`src/rtl/uart_clk_pkg.sv`:
```
// Shared types and defaults for the UART baud-clock scheduler.
// Imported by uart_clk_div and uart_clk_ctrl.
package uart_clk_pkg;

  typedef enum logic [1:0] {
    OFF    = 2'd0,
    RUN    = 2'd1,
    RELOAD = 2'd2
  } uart_clk_state_e;

  localparam int OSR_DEFAULT   = 16;
  localparam int DIV_W_DEFAULT = 16;

  // Width of a phase counter that wraps every osr oversample ticks.
  function automatic int PHASE_W(input int osr);
    return $clog2(osr);
  endfunction

endpackage

```
`src/rtl/uart_clk_div.sv`:
```
// Loadable down-counter producing the registered oversample strobe.
// Optional fractional dither when UART_CLK_CTRL_DITHER_EN is defined.
module uart_clk_div
  import uart_clk_pkg::*;
#(
  parameter int DIV_W = DIV_W_DEFAULT
) (
  input  logic             clk,
  input  logic             rst_n,
  input  logic             clear,
  input  logic             load,
  input  logic             suppress,
  input  logic             run,
  input  logic [DIV_W-1:0] div,
`ifdef UART_CLK_CTRL_DITHER_EN
  input  logic [3:0]       frac,
`endif
  output logic             tick,
  output logic             tick_nxt
);

  localparam logic [DIV_W-1:0] DIV_ONE = DIV_W'(1);

  logic [DIV_W-1:0] cnt;
  logic [DIV_W-1:0] cnt_nxt;
  logic [DIV_W-1:0] reload_val;

`ifdef UART_CLK_CTRL_DITHER_EN
  logic [3:0] acc;
  logic [3:0] acc_nxt;
  logic [4:0] acc_sum;

  // A carry out of the accumulator stretches the next period by one clock.
  always_comb begin
    acc_sum    = {1'b0, acc} + {1'b0, frac};
    reload_val = acc_sum[4] ? (div + DIV_ONE) : div;
  end
`else
  assign reload_val = div;
`endif

  // tick_nxt predicts the strobe so it can be registered alongside the count.
  always_comb begin
    cnt_nxt  = cnt;
    tick_nxt = 1'b0;
`ifdef UART_CLK_CTRL_DITHER_EN
    acc_nxt  = acc;
`endif
    if (clear) begin
      cnt_nxt = '0;
`ifdef UART_CLK_CTRL_DITHER_EN
      acc_nxt = '0;
`endif
    end else if (load) begin
      cnt_nxt  = div;
      tick_nxt = !suppress && (div == '0);
`ifdef UART_CLK_CTRL_DITHER_EN
      acc_nxt  = '0;
`endif
    end else if (run) begin
      if (cnt == '0) begin
        cnt_nxt = reload_val;
`ifdef UART_CLK_CTRL_DITHER_EN
        acc_nxt = acc_sum[3:0];
`endif
      end else begin
        cnt_nxt = cnt - DIV_ONE;
      end
      tick_nxt = (cnt_nxt == '0);
    end
  end

  always_ff @(posedge clk) begin
    if (!rst_n) begin
      cnt  <= '0;
      tick <= 1'b0;
`ifdef UART_CLK_CTRL_DITHER_EN
      acc  <= '0;
`endif
    end else begin
      cnt  <= cnt_nxt;
      tick <= tick_nxt;
`ifdef UART_CLK_CTRL_DITHER_EN
      acc  <= acc_nxt;
`endif
    end
  end

endmodule

```
`src/rtl/uart_clk_ctrl.sv`:
```
// Baud-clock scheduler: oversample, TX bit and RX mid-bit strobes from one divider.
// Define UART_CLK_CTRL_DITHER_EN to enable fractional divisor dither via cfg_frac.
module uart_clk_ctrl
  import uart_clk_pkg::*;
#(
  parameter int          DIV_W       = DIV_W_DEFAULT,
  parameter int          OSR         = OSR_DEFAULT,
  parameter int unsigned DEFAULT_DIV = 26
) (
  input  logic             clk,
  input  logic             rst_n,
  input  logic             en,
  input  logic [DIV_W-1:0] cfg_div,
  input  logic [3:0]       cfg_frac,
  input  logic             cfg_valid,
  output logic             cfg_ready,
  input  logic             tx_busy,
  input  logic             rx_busy,
  input  logic             rx_start,
  output logic             os_tick,
  output logic             tx_tick,
  output logic             rx_sample
);

  localparam int               PW      = PHASE_W(OSR);
  localparam logic [PW-1:0]    PH_LAST = PW'(OSR - 1);
  localparam logic [PW-1:0]    PH_MID  = PW'(OSR / 2 - 1);
  localparam logic [PW-1:0]    PH_ONE  = PW'(1);
  localparam logic [DIV_W-1:0] DIV_RST = DIV_W'(DEFAULT_DIV);

  uart_clk_state_e state;
  uart_clk_state_e state_nxt;

  logic [DIV_W-1:0] div_q;
  logic [DIV_W-1:0] div_src;
  logic [PW-1:0]    tx_phase;
  logic [PW-1:0]    tx_phase_nxt;
  logic [PW-1:0]    rx_phase;
  logic [PW-1:0]    rx_phase_nxt;
  logic             accept;
  logic             div_clear;
  logic             div_load;
  logic             div_suppress;
  logic             div_run;
  logic             tick_nxt;

`ifdef UART_CLK_CTRL_DITHER_EN
  logic [3:0] frac_q;
`else
  logic unused_frac;
  assign unused_frac = ^cfg_frac;
`endif

  // Divisor changes are only taken while both engines sit between frames.
  assign cfg_ready = !tx_busy && !rx_busy && (state != RELOAD);
  assign accept    = cfg_valid && cfg_ready;
  assign div_src   = accept ? cfg_div : div_q;

  always_comb begin
    state_nxt = state;
    if (!en) begin
      state_nxt = OFF;
    end else begin
      case (state)
        OFF:     state_nxt = RUN;
        RUN:     state_nxt = accept ? RELOAD : RUN;
        RELOAD:  state_nxt = RUN;
        default: state_nxt = OFF;
      endcase
    end
  end

  // rx_start re-anchors the divider to the start edge and swallows any tick due now.
  always_comb begin
    div_clear    = 1'b0;
    div_load     = 1'b0;
    div_suppress = 1'b0;
    div_run      = 1'b0;
    if (state_nxt != RUN) begin
      div_clear = 1'b1;
    end else if (state != RUN) begin
      div_load = 1'b1;
    end else if (rx_start) begin
      div_load     = 1'b1;
      div_suppress = 1'b1;
    end else begin
      div_run = 1'b1;
    end
  end

  always_comb begin
    tx_phase_nxt = '0;
    rx_phase_nxt = '0;
    if (state == RUN && state_nxt == RUN) begin
      tx_phase_nxt = os_tick ? (tx_phase + PH_ONE) : tx_phase;
      if (!rx_start) begin
        rx_phase_nxt = os_tick ? (rx_phase + PH_ONE) : rx_phase;
      end
    end
  end

  uart_clk_div #(
    .DIV_W(DIV_W)
  ) u_div (
    .clk      (clk),
    .rst_n    (rst_n),
    .clear    (div_clear),
    .load     (div_load),
    .suppress (div_suppress),
    .run      (div_run),
    .div      (div_src),
`ifdef UART_CLK_CTRL_DITHER_EN
    .frac     (accept ? cfg_frac : frac_q),
`endif
    .tick     (os_tick),
    .tick_nxt (tick_nxt)
  );

  // Phase strobes are registered off the predicted tick so they align with os_tick.
  always_ff @(posedge clk) begin
    if (!rst_n) begin
      state     <= OFF;
      div_q     <= DIV_RST;
      tx_phase  <= '0;
      rx_phase  <= '0;
      tx_tick   <= 1'b0;
      rx_sample <= 1'b0;
`ifdef UART_CLK_CTRL_DITHER_EN
      frac_q    <= '0;
`endif
    end else begin
      state     <= state_nxt;
      tx_phase  <= tx_phase_nxt;
      rx_phase  <= rx_phase_nxt;
      tx_tick   <= tick_nxt && (tx_phase_nxt == PH_LAST);
      rx_sample <= tick_nxt && (rx_phase_nxt == PH_MID) && rx_busy;
      if (accept) begin
        div_q <= cfg_div;
`ifdef UART_CLK_CTRL_DITHER_EN
        frac_q <= cfg_frac;
`endif
      end
    end
  end

endmodule

```
`config.mk`:
```
export PLATFORM = sky130hd
export DESIGN_NAME = uart_clk_ctrl
export DESIGN_NICKNAME = d
export VERILOG_FILES = /design/src/rtl/uart_clk_pkg.sv /design/src/rtl/uart_clk_div.sv /design/src/rtl/uart_clk_ctrl.sv
export SDC_FILE = /design/constraint.sdc
export NUM_CORES = 1
export LEC_CHECK = 0
export BUFFER_PORTS_ARGS = -buffer_cell sky130_fd_sc_hd__buf_2
export CELL_PAD_IN_SITES_DETAIL_PLACEMENT = 1
export CELL_PAD_IN_SITES_GLOBAL_PLACEMENT = 2
export CORE_ASPECT_RATIO = 0.9
export CORE_MARGIN = 2
export CORE_UTILIZATION = 35
export DETAILED_ROUTE_END_ITERATION = 7
export GPL_TIMING_DRIVEN = 0
export PLACE_DENSITY = 0.82
export SYNTH_ARGS = -nofsm -noshare
export SYNTH_HDL_FRONTEND = slang
export SYNTH_SLANG_ARGS = --single-unit
```
`constraint.sdc`:
```
create_clock -name clk -period 7.3 [get_ports clk]
set_clock_uncertainty 0.15 [all_clocks]
set_input_delay 1.825 -clock clk [delete_from_list [all_inputs] [get_ports clk]]
set_output_delay 1.825 -clock clk [all_outputs]
set_load 0.05 [all_outputs]
```
==> flow_summary.json, run 1 <==
{
  "avgViaCountPerCell": 5.25,
  "slew_headroom_pct": 32.7,
  "first_pass_iters": 4,
  "clock_latency_ns": 0.30,
  "drc": 0,
  "slew_violations": 0,
  "post-cts-setup-buffer-count": 0,
  "wire_per_inst_um": 16.1,
  "crit_arrival_ns": 2.37,
  "drt_wl_total_um": 6260,
  "synth_ff_type": "dfxtp_1",
  "num_antenna_cells": 0,
  "fmax_mhz": 230,
  "hp-class": "flop to flop",
  "setup_viol": 0,
  "fin_crit_sh_pct": 59.5,
  "r2r_start": "u_div.cnt[0]",
  "syn_nets": 297,
  "rsz0062_at_grt": "no",
  "rows": 28,
  "pwr_density_cell_nw_per_um2": 225,
  "die-area_um2": 7430,
  "ys_seq_area_share_pct": 38.1,
  "post_cts_resized": 0,
  "antenna_found_initial": 0,
  "fin_ws_ns": 2.95,
  "h-tree-depth": 2,
  "place_area_um2": 2600,
  "hold_buffers": 0,
  "first_iter_violations": 101,
  "core-area_um2": 6550,
  "grt_pass1_wl_um": 10300,
  "fin_crit_ns": 4.35,
  "grt-ovfl-total": 0,
  "final_area_um2": 2710,
  "grt_start_max_net_pins": 14,
  "vias": 2037,
  "irDropWorstVdd_mv": 0.0870,
  "tightest_slew_ns": 1.01,
  "numCtsBuffers": 5,
  "syn2layout_area_growth_pct": 14.4,
  "pin_count": 31,
  "cts-root-buf": "clkbuf_8",
  "yosys.area.top_type_share_pct": 38.1,
  "fin_tns_setup_ns": 0,
  "initial_core_util_pct": 36.1,
  "p_leak_uw": 0.00113,
  "die_h_um": 82,
  "netlist_instances": 266,
  "clkTransAtPathRegs_ns": 0.08,
  "die-width_um": 90.7,
  "cap_violations": 0,
  "worstSetupEndpointType": "primary output",
  "setup.worst_path.start": "rx_busy",
  "hold_viol_final": 0,
  "port_buffers": 25,
  "post-route-util_pct": 41.3,
  "first_global_vias": 2017,
  "crit_path_end": "cfg_ready",
  "crit_type": "input pin to primary output",
  "reg2reg_to": "rx_sample",
  "clk_path_buf_depth": 2,
  "synth-edff-count": 0,
  "synth_area_leaders": "dfxtp_1 38%, nor2_1 5.6%, mux2i_1 4.7%, nand2_1 4.1%, xor2_1 4.1%",
  "synth_warnings": 0,
  "finalNetCount": 329,
  "fillers": 783,
  "ant_nets": 0,
  "worstPathMaxFanout": 3,
  "ys_ff_latch": 45,
  "reg2reg_depth": 9,
  "dp_hpwl_um": 4920,
  "synth_top_area_cell": "dfxtp_1",
  "synth_area_um2": 2370,
  "status": "finished clean",
  "cts_sinks": 45,
  "grt_usage_pct": 17.6,
  "syn_avg_cell_area_um2": 8.89,
  "cp.required_ns": 5.33,
  "synth-async-reset-ratio_pct": 0,
  "drive_above_1_share_pct": 19.5,
  "pre_cts_ws_ns": 2.95,
  "critPathLaunchType": "input pin",
  "rrSetupSlack_ns": 4.21,
  "cts_tree": "done",
  "synth_cell_type_count": 52,
  "place_congestion": 0.803
}
==> cells in the final DEF (no fill, tap or decap), types with 7 or more instances in the layout <==
master | synthesis | layout
dfxtp_1 | 45 | 45
nand3_1 | 9 | 9
nor4_1 | 7 | 7
a211oi_1 | 8 | 8
inv_1 | 7 | 7
buf_2 | 0 | 25
nor3_1 | 8 | 8
mux2i_1 | 11 | 11
xor2_1 | 11 | 11
nor2_1 | 35 | 35
nand2_1 | 26 | 26
mux2_2 | 7 | 7
==> cell usage after synthesis (all sizes together), types with 8 or more instances <==
library cell	count
dfxtp	45
nor2	35
nand2	26
mux2i	11
xor2	11
nor4	10
nand3	9
nor3	9
a211oi	8
==> critical path, stage by stage <==
cell and delay, ns:
buf_2 0.12, nor3_1 0.15, buf_2 0.28
==> state kept, by name, indices dropped and copies added (netlist names) <==
register,cells
state,2
rx_sample,1
rx_phase,4
tx_tick,1
u_div.tick,1
div_q,16
tx_phase,4
u_div.cnt,16
==> metrics by stage <==
step	hold slack, ns	instances	power [µW]
floorplan	0.264	266	384
detailed placement	0.303	381	427
global placement	0.282	381	425
CTS	0.318	388	613
global route	0.342	388	642
finish	0.316	388	608
==> layer usage <==
| metal | wire length (µm) | track usage (%) | up-vias |
|---|---|---|---|
| met3 | 164 | 3.12 | 2 |
| met1 | 3200 | 23.7 | 985 |
| li1 | - | - | 1022 |
| met2 | 2870 | 29.6 | 28 |
| met5 | 0 | 0 | - |
| met4 | 27 | 4.15 | 0 |
==> logic make-up (layout without fill, tap and decap cells) <==
kind of cell             count (synthesis)  after routing  share of synthesized area [%]
multiplexers                            18             18                           7.99
AND/OR/NAND/NOR                        130            130                           30.7
XOR/XNOR                                17             17                           6.29
flip-flops                              45             45                           38.1
buffers and inverters                   16             48                           3.60
AO/OA/AOI/OAI                           36             36                           11.2
adder cells (fa/ha/maj)                  4              4                           2.12
==> report_power, final <==
part	switching, µW	internal (µW)
Sequential	12.0	255
Clock	86.5	99.6
Combinational	91.0	63.7
==> cell type report <==
type / instances / area, µm² / share of cell area, %
Timing Repair Buffer: 25 / 125 / 4.62
Tap cell: 90 / 113 / 4.16
Buffer: 9 / 58.8 / 2.17
Clock buffer: 5 / 68.8 / 2.54
Inverter: 7 / 26.3 / 0.970
Multi-Input combinational cell: 205 / 1380 / 51.0
Sequential cell: 45 / 901 / 33.3
Clock inverter: 2 / 35.0 / 1.29
==> worst min path at each step <==
stage,to,depth (start not counted),slack [ns],start
floorplan,state[1],1,0.26,state[1]
global placement,state[1],1,0.28,state[1]
detailed placement,state[1],1,0.30,state[1]
CTS,state[1],1,0.32,state[1]
global route,tx_tick,2,0.34,tx_phase[3]
finish,state[1],1,0.32,state[1]
(Power assumes the default switching activity.)
==> run 2: changes to the inputs <==
--- a/config.mk
+++ b/config.mk
@@ -10,10 +10,10 @@
 export CELL_PAD_IN_SITES_GLOBAL_PLACEMENT = 2
 export CORE_ASPECT_RATIO = 0.9
 export CORE_MARGIN = 2
-export CORE_UTILIZATION = 35
+export CORE_UTILIZATION = 31
 export DETAILED_ROUTE_END_ITERATION = 7
 export GPL_TIMING_DRIVEN = 0
-export PLACE_DENSITY = 0.82
+export PLACE_DENSITY = 0.77
 export SYNTH_ARGS = -nofsm -noshare
 export SYNTH_HDL_FRONTEND = slang
 export SYNTH_SLANG_ARGS = --single-unit
==> constraint.sdc (replaced) <==
create_clock -name clk -period 3.57 [get_ports clk]
set_clock_uncertainty 0.15 [all_clocks]
set_input_delay 0.8925 -clock clk [delete_from_list [all_inputs] [get_ports clk]]
set_output_delay 0.8925 -clock clk [all_outputs]
set_load 0.05 [all_outputs]
==> run 2 against run 1 <==
  * Cell area rose by 0.88%
  * Sequential share of layout area shrank 0.29 points
  * Critical endpoint is now rx_sample
  * Wire length rose by 1.8%
  * Critical path depth up 6
  * Flip-flop and latch count unchanged
==> flow_summary.json, run 2 (synthesis gave the netlist of run 1 again) <==
{
  "status": "finished clean",
  "critPathLaunchType": "flop",
  "post_cts_resized": 0,
  "fin_tns_setup_ns": 0,
  "final_cell_mix": "45 x dfxtp_1, 35 x nor2_1, 26 x nand2_1, 25 x buf_2",
  "crit_arrival_ns": 3.13,
  "clkTransAtPathRegs_ns": 0.09,
  "tightest_slew_ns": 0.931,
  "ant_nets": 0,
  "final_cells": 395,
  "die_h_um": 86.9,
  "grt-ovfl-total": 0,
  "drc": 0,
  "dp_hpwl_um": 5010,
  "cts_sinks": 45,
  "p_leak_uw": 0.00114,
  "grt_pass1_wl_um": 10600,
  "cap_violations": 0,
  "fmax_mhz": 329,
  "worstSetupEndpointType": "flop",
  "reg2reg_depth": 9,
  "initial_core_util_pct": 31.7,
  "hp-class": "flop to flop",
  "syn2layout_area_growth_pct": 15.4,
  "grt_usage_pct": 16.5,
  "first_iter_violations": 76,
  "largestRegisters": "div_q: 16 flops, u_div.cnt: 16 flops",
  "avgViaCountPerCell": 5.23,
  "port_buffers": 25,
  "cts-root-buf": "clkbuf_8",
  "pwr_density_cell_nw_per_um2": 465,
  "clock_latency_ns": 0.31,
  "hold_buffers": 0,
  "vias": 2066,
  "placed_cells": 387,
  "first_pass_iters": 6,
  "max_stage_delay_ns": 0.62,
  "setup_viol": 0,
  "hp-start": "state[1]",
  "grt_start_max_net_pins": 15,
  "finalNetCount": 329,
  "die-area_um2": 8350,
  "rrSetupSlack_ns": 0.53,
  "antenna_found_initial": 0,
  "crit_type": "flop to flop",
  "numCtsBuffers": 5,
  "cts_tree": "done",
  "rows": 30,
  "pin_count": 31,
  "slew_headroom_pct": 37.8,
  "core-area_um2": 7470,
  "clk_path_buf_depth": 2,
  "layout.cells.most_common": "dfxtp_1",
  "drive_above_1_share_pct": 19.7,
  "h-tree-depth": 2,
  "wire_per_inst_um": 16.1,
  "cp_cell_sequence": "inv_1 -> ha_1 -> nor3b_1 -> or4_2 -> nand3_1 -> nand4_1 -> a222oi_1 -> a31oi_1 -> nor3_2",
  "place_congestion": 0.786,
  "pre_cts_ws_ns": 0.263,
  "irDropWorstVdd_mv": 0.212,
  "first_global_vias": 2087,
  "die-width_um": 96.1,
  "fin_crit_ns": 3.04,
  "holdPathEnd": "state[1]",
  "whs_path_depth": 1,
  "slew_violations": 0,
  "fin_ws_ns": 0.532,
  "post-cts-setup-buffer-count": 0,
  "worstPathMaxFanout": 7,
  "reg2reg_to": "rx_sample",
  "num_antenna_cells": 0,
  "hold_viol_final": 0,
  "drt_wl_total_um": 6370,
  "r2r_start": "u_div.cnt[0]",
  "cpMaxStageDelayCell": "or4_2",
  "fin_crit_sh_pct": 85.1,
  "rsz0062_at_grt": "no",
  "cp.required_ns": 3.66
}
[run 2: layout make-up]
cell class | count | area [µm²]
plain buffers | 9 | 58.8
clock buffers | 6 | 82.6
clock inverters | 2 | 37.5
fillers | 870 | 4740
inverters | 7 | 26.3
multi-input cells | 205 | 1380
flip-flops and latches | 45 | 901
well taps | 96 | 120
repair buffers | 25 | 125
[run 2: worst max-delay path, delay by kind of cell, from the launching register on]
kind,cells,cell delay [ns]
and+or+nand+nor,5,1.34
AOI/OAI and AO/OA,2,0.53
DFF,1,0.53
adders and majority gates,1,0.28
buffers and inverters,1,0.15
[run 2: metal layers]
metal	GRT usage, %	wire length (µm)
met5	0	0
met2	25.6	2890
met1	23.2	3180
met3	3.29	229
met4	4.68	78
[run 2: worst max-delay path by stage]
| stage | start | to | slack [ns] | depth (start not counted) |
|---|---|---|---|---|
| after floorplan | tx_busy | cfg_ready | 0.54 | 1 |
| after global placement | rx_busy | u_div.cnt[5] | 0.34 | 9 |
| after detailed placement | rx_busy | u_div.cnt[5] | 0.26 | 9 |
| after CTS | u_div.cnt[0] | rx_sample | 0.52 | 9 |
| after global routing | u_div.cnt[0] | rx_sample | 0.27 | 9 |
| final | u_div.cnt[0] | rx_sample | 0.53 | 9 |
[run 2: report_power, final]
part           switching, µW  internal [µW]  total [µW]
clock network            180            228         408
registers               24.7            522         546
logic                    187            130         317
total                    392            880        1270
[run 2: through the flow]
step / total power (µW) / area, µm² / util [%] / hold slack [ns]
6_report: 1270 / 2730 / 36.6 / 0.320
5_1_grt: 1340 / 2730 / 36.6 / 0.335
4_1_cts: 1280 / 2730 / 36.6 / 0.324
3_5_place_dp: 872 / 2610 / 35.0 / 0.310
3_3_place_gp: 871 / 2610 / 35.0 / 0.290
2_1_floorplan: 785 / 2370 / - / 0.264
==> run 3: changes to the inputs <==
--- a/config.mk
+++ b/config.mk
@@ -6,14 +6,12 @@
 export NUM_CORES = 1
 export LEC_CHECK = 0
 export BUFFER_PORTS_ARGS = -buffer_cell sky130_fd_sc_hd__buf_2
-export CELL_PAD_IN_SITES_DETAIL_PLACEMENT = 1
-export CELL_PAD_IN_SITES_GLOBAL_PLACEMENT = 2
 export CORE_ASPECT_RATIO = 0.9
 export CORE_MARGIN = 2
-export CORE_UTILIZATION = 31
+export CORE_UTILIZATION = 35
 export DETAILED_ROUTE_END_ITERATION = 7
 export GPL_TIMING_DRIVEN = 0
-export PLACE_DENSITY = 0.77
+export PLACE_DENSITY = 0.58
 export SYNTH_ARGS = -nofsm -noshare
 export SYNTH_HDL_FRONTEND = slang
 export SYNTH_SLANG_ARGS = --single-unit
==> run 3 against run 2 <==
  * First-iteration DRC count increased by 63%
  * Final cell count decreased by 1.5%
  * Worst hold slack got worse by 0.017 ns
  * Clock-buffer cell count increased by 1
  * Sequential share of layout area increased by 0.14 points
  * Register-to-register slack improved by 0.06 ns
  * Critical path type unchanged
  * Highest routed layer unchanged
==> flow_summary.json, run 3 (synthesis gave the netlist of run 1 again) <==
{
  "fin_crit_ns": 2.98,
  "crit_arrival_ns": 3.06,
  "num_antenna_cells": 0,
  "dp_hpwl_um": 4210,
  "rsz0062_at_grt": "no",
  "die-width_um": 90.7,
  "antenna_found_initial": 0,
  "avgViaCountPerCell": 5.13,
  "initial_core_util_pct": 36.1,
  "post-route-util_pct": 41.5,
  "crit_type": "flop to flop",
  "fin_crit_sh_pct": 83.5,
  "hold_viol_final": 0,
  "final_cell_mix": "45 x dfxtp_1, 35 x nor2_1, 26 x nand2_1, 25 x buf_2",
  "drt_wl_total_um": 5440,
  "status": "finished clean",
  "fin_ws_ns": 0.591,
  "grt_pass1_wl_um": 8950,
  "slew_headroom_pct": 42.5,
  "drive_above_1_share_pct": 19.4,
  "wire_per_inst_um": 14.0,
  "post-cts-setup-buffer-count": 0,
  "first_pass_iters": 4,
  "finalNetCount": 329,
  "grt_usage_pct": 15.3,
  "slew_violations": 0,
  "irDropWorstVdd_mv": 0.232,
  "numCtsBuffers": 5,
  "grt-ovfl-total": 0,
  "vias": 1997,
  "cts-root-buf": "clkbuf_8",
  "p_leak_uw": 0.00114,
  "port_buffers": 25,
  "place_congestion": 0.827,
  "worstPathMaxFanout": 7,
  "tightest_slew_ns": 0.861,
  "fmax_mhz": 336,
  "cap_violations": 0,
  "fin_tns_setup_ns": 0,
  "largestRegisters": "div_q: 16 flops, u_div.cnt: 16 flops",
  "syn2layout_area_growth_pct": 15.0,
  "reg2reg_depth": 9,
  "place_area_um2": 2600,
  "die_h_um": 82,
  "core-area_um2": 6550,
  "critPathLaunchType": "flop",
  "rrSetupSlack_ns": 0.59,
  "final_cells": 389,
  "pre_cts_ws_ns": 0.362,
  "grt_start_max_net_pins": 14,
  "pwr_density_cell_nw_per_um2": 459,
  "worstSetupEndpointType": "flop",
  "first_global_vias": 1762,
  "setup_viol": 0,
  "final_area_um2": 2720,
  "die-area_um2": 7430,
  "h-tree-depth": 2,
  "placed_cells": 381,
  "clk_path_buf_depth": 2,
  "hp-class": "flop to flop",
  "layout.cells.most_common": "dfxtp_1",
  "pin_count": 31,
  "post_cts_resized": 0,
  "cts_tree": "done",
  "hold_buffers": 0,
  "drc": 0,
  "cts_sinks": 45,
  "rows": 28,
  "clock_latency_ns": 0.30,
  "clkTransAtPathRegs_ns": 0.08,
  "whs_path_depth": 1,
  "fillers": 672,
  "ant_nets": 0,
  "first_iter_violations": 124,
  "cp.required_ns": 3.65
}
run 3: changes by cell type in the layout (fill, tap and decap cells not counted), sizes merged:
cell | previous run | this run
clkbuf | 13 | 14
clkinvlp | 1 | 0
run 3: through the flow:
stage | hold WS (ns) | total power (µW)
floorplan | 0.264 | 785
finish | 0.303 | 1250
global placement | 0.284 | 862
CTS | 0.301 | 1260
global route | 0.336 | 1320
detailed placement | 0.280 | 861
run 3: cell type report:
type                            instances  area, µm²  share of cell area [%]
Tap cell                               90        113                    4.14
Sequential cell                        45        901                    33.1
Multi-Input combinational cell        205       1380                    50.7
Timing Repair Buffer                   25        125                    4.60
Inverter                                7       26.3                   0.966
Clock inverter                          1       30.0                    1.10
Clock buffer                            7       86.3                    3.17
Buffer                                  9       58.8                    2.16
run 3: power breakdown:
group	total, µW	internal (µW)	switching, µW
logic	307	130	177
clock network	396	228	168
registers	546	522	23.9
run 3: per-layer routing:
layer	vias to the layer above	GRT usage [%]	wire (µm)
li1	1024	-	-
met2	30	24.0	2440
met4	0	4.92	33
met1	941	21.6	2800
met5	-	0	0
met3	2	2.48	169
run 3: final timing paths:
kind | from | to
max reg2reg | u_div.cnt[0] | rx_sample
min | state[1] | state[1]
min reg2reg | state[1] | state[1]
max | u_div.cnt[0] | rx_sample
run 3: critical path, cell delays in order, from the launching register on:
cell and delay (ns):
dfxtp_1 0.40, inv_1 0.13, ha_1 0.23, nor3b_1 0.63, o2111ai_1 0.24, a2111oi_2 0.37
o21ai_0 0.15, o21ai_0 0.18, a31oi_1 0.19, nor3_2 0.24
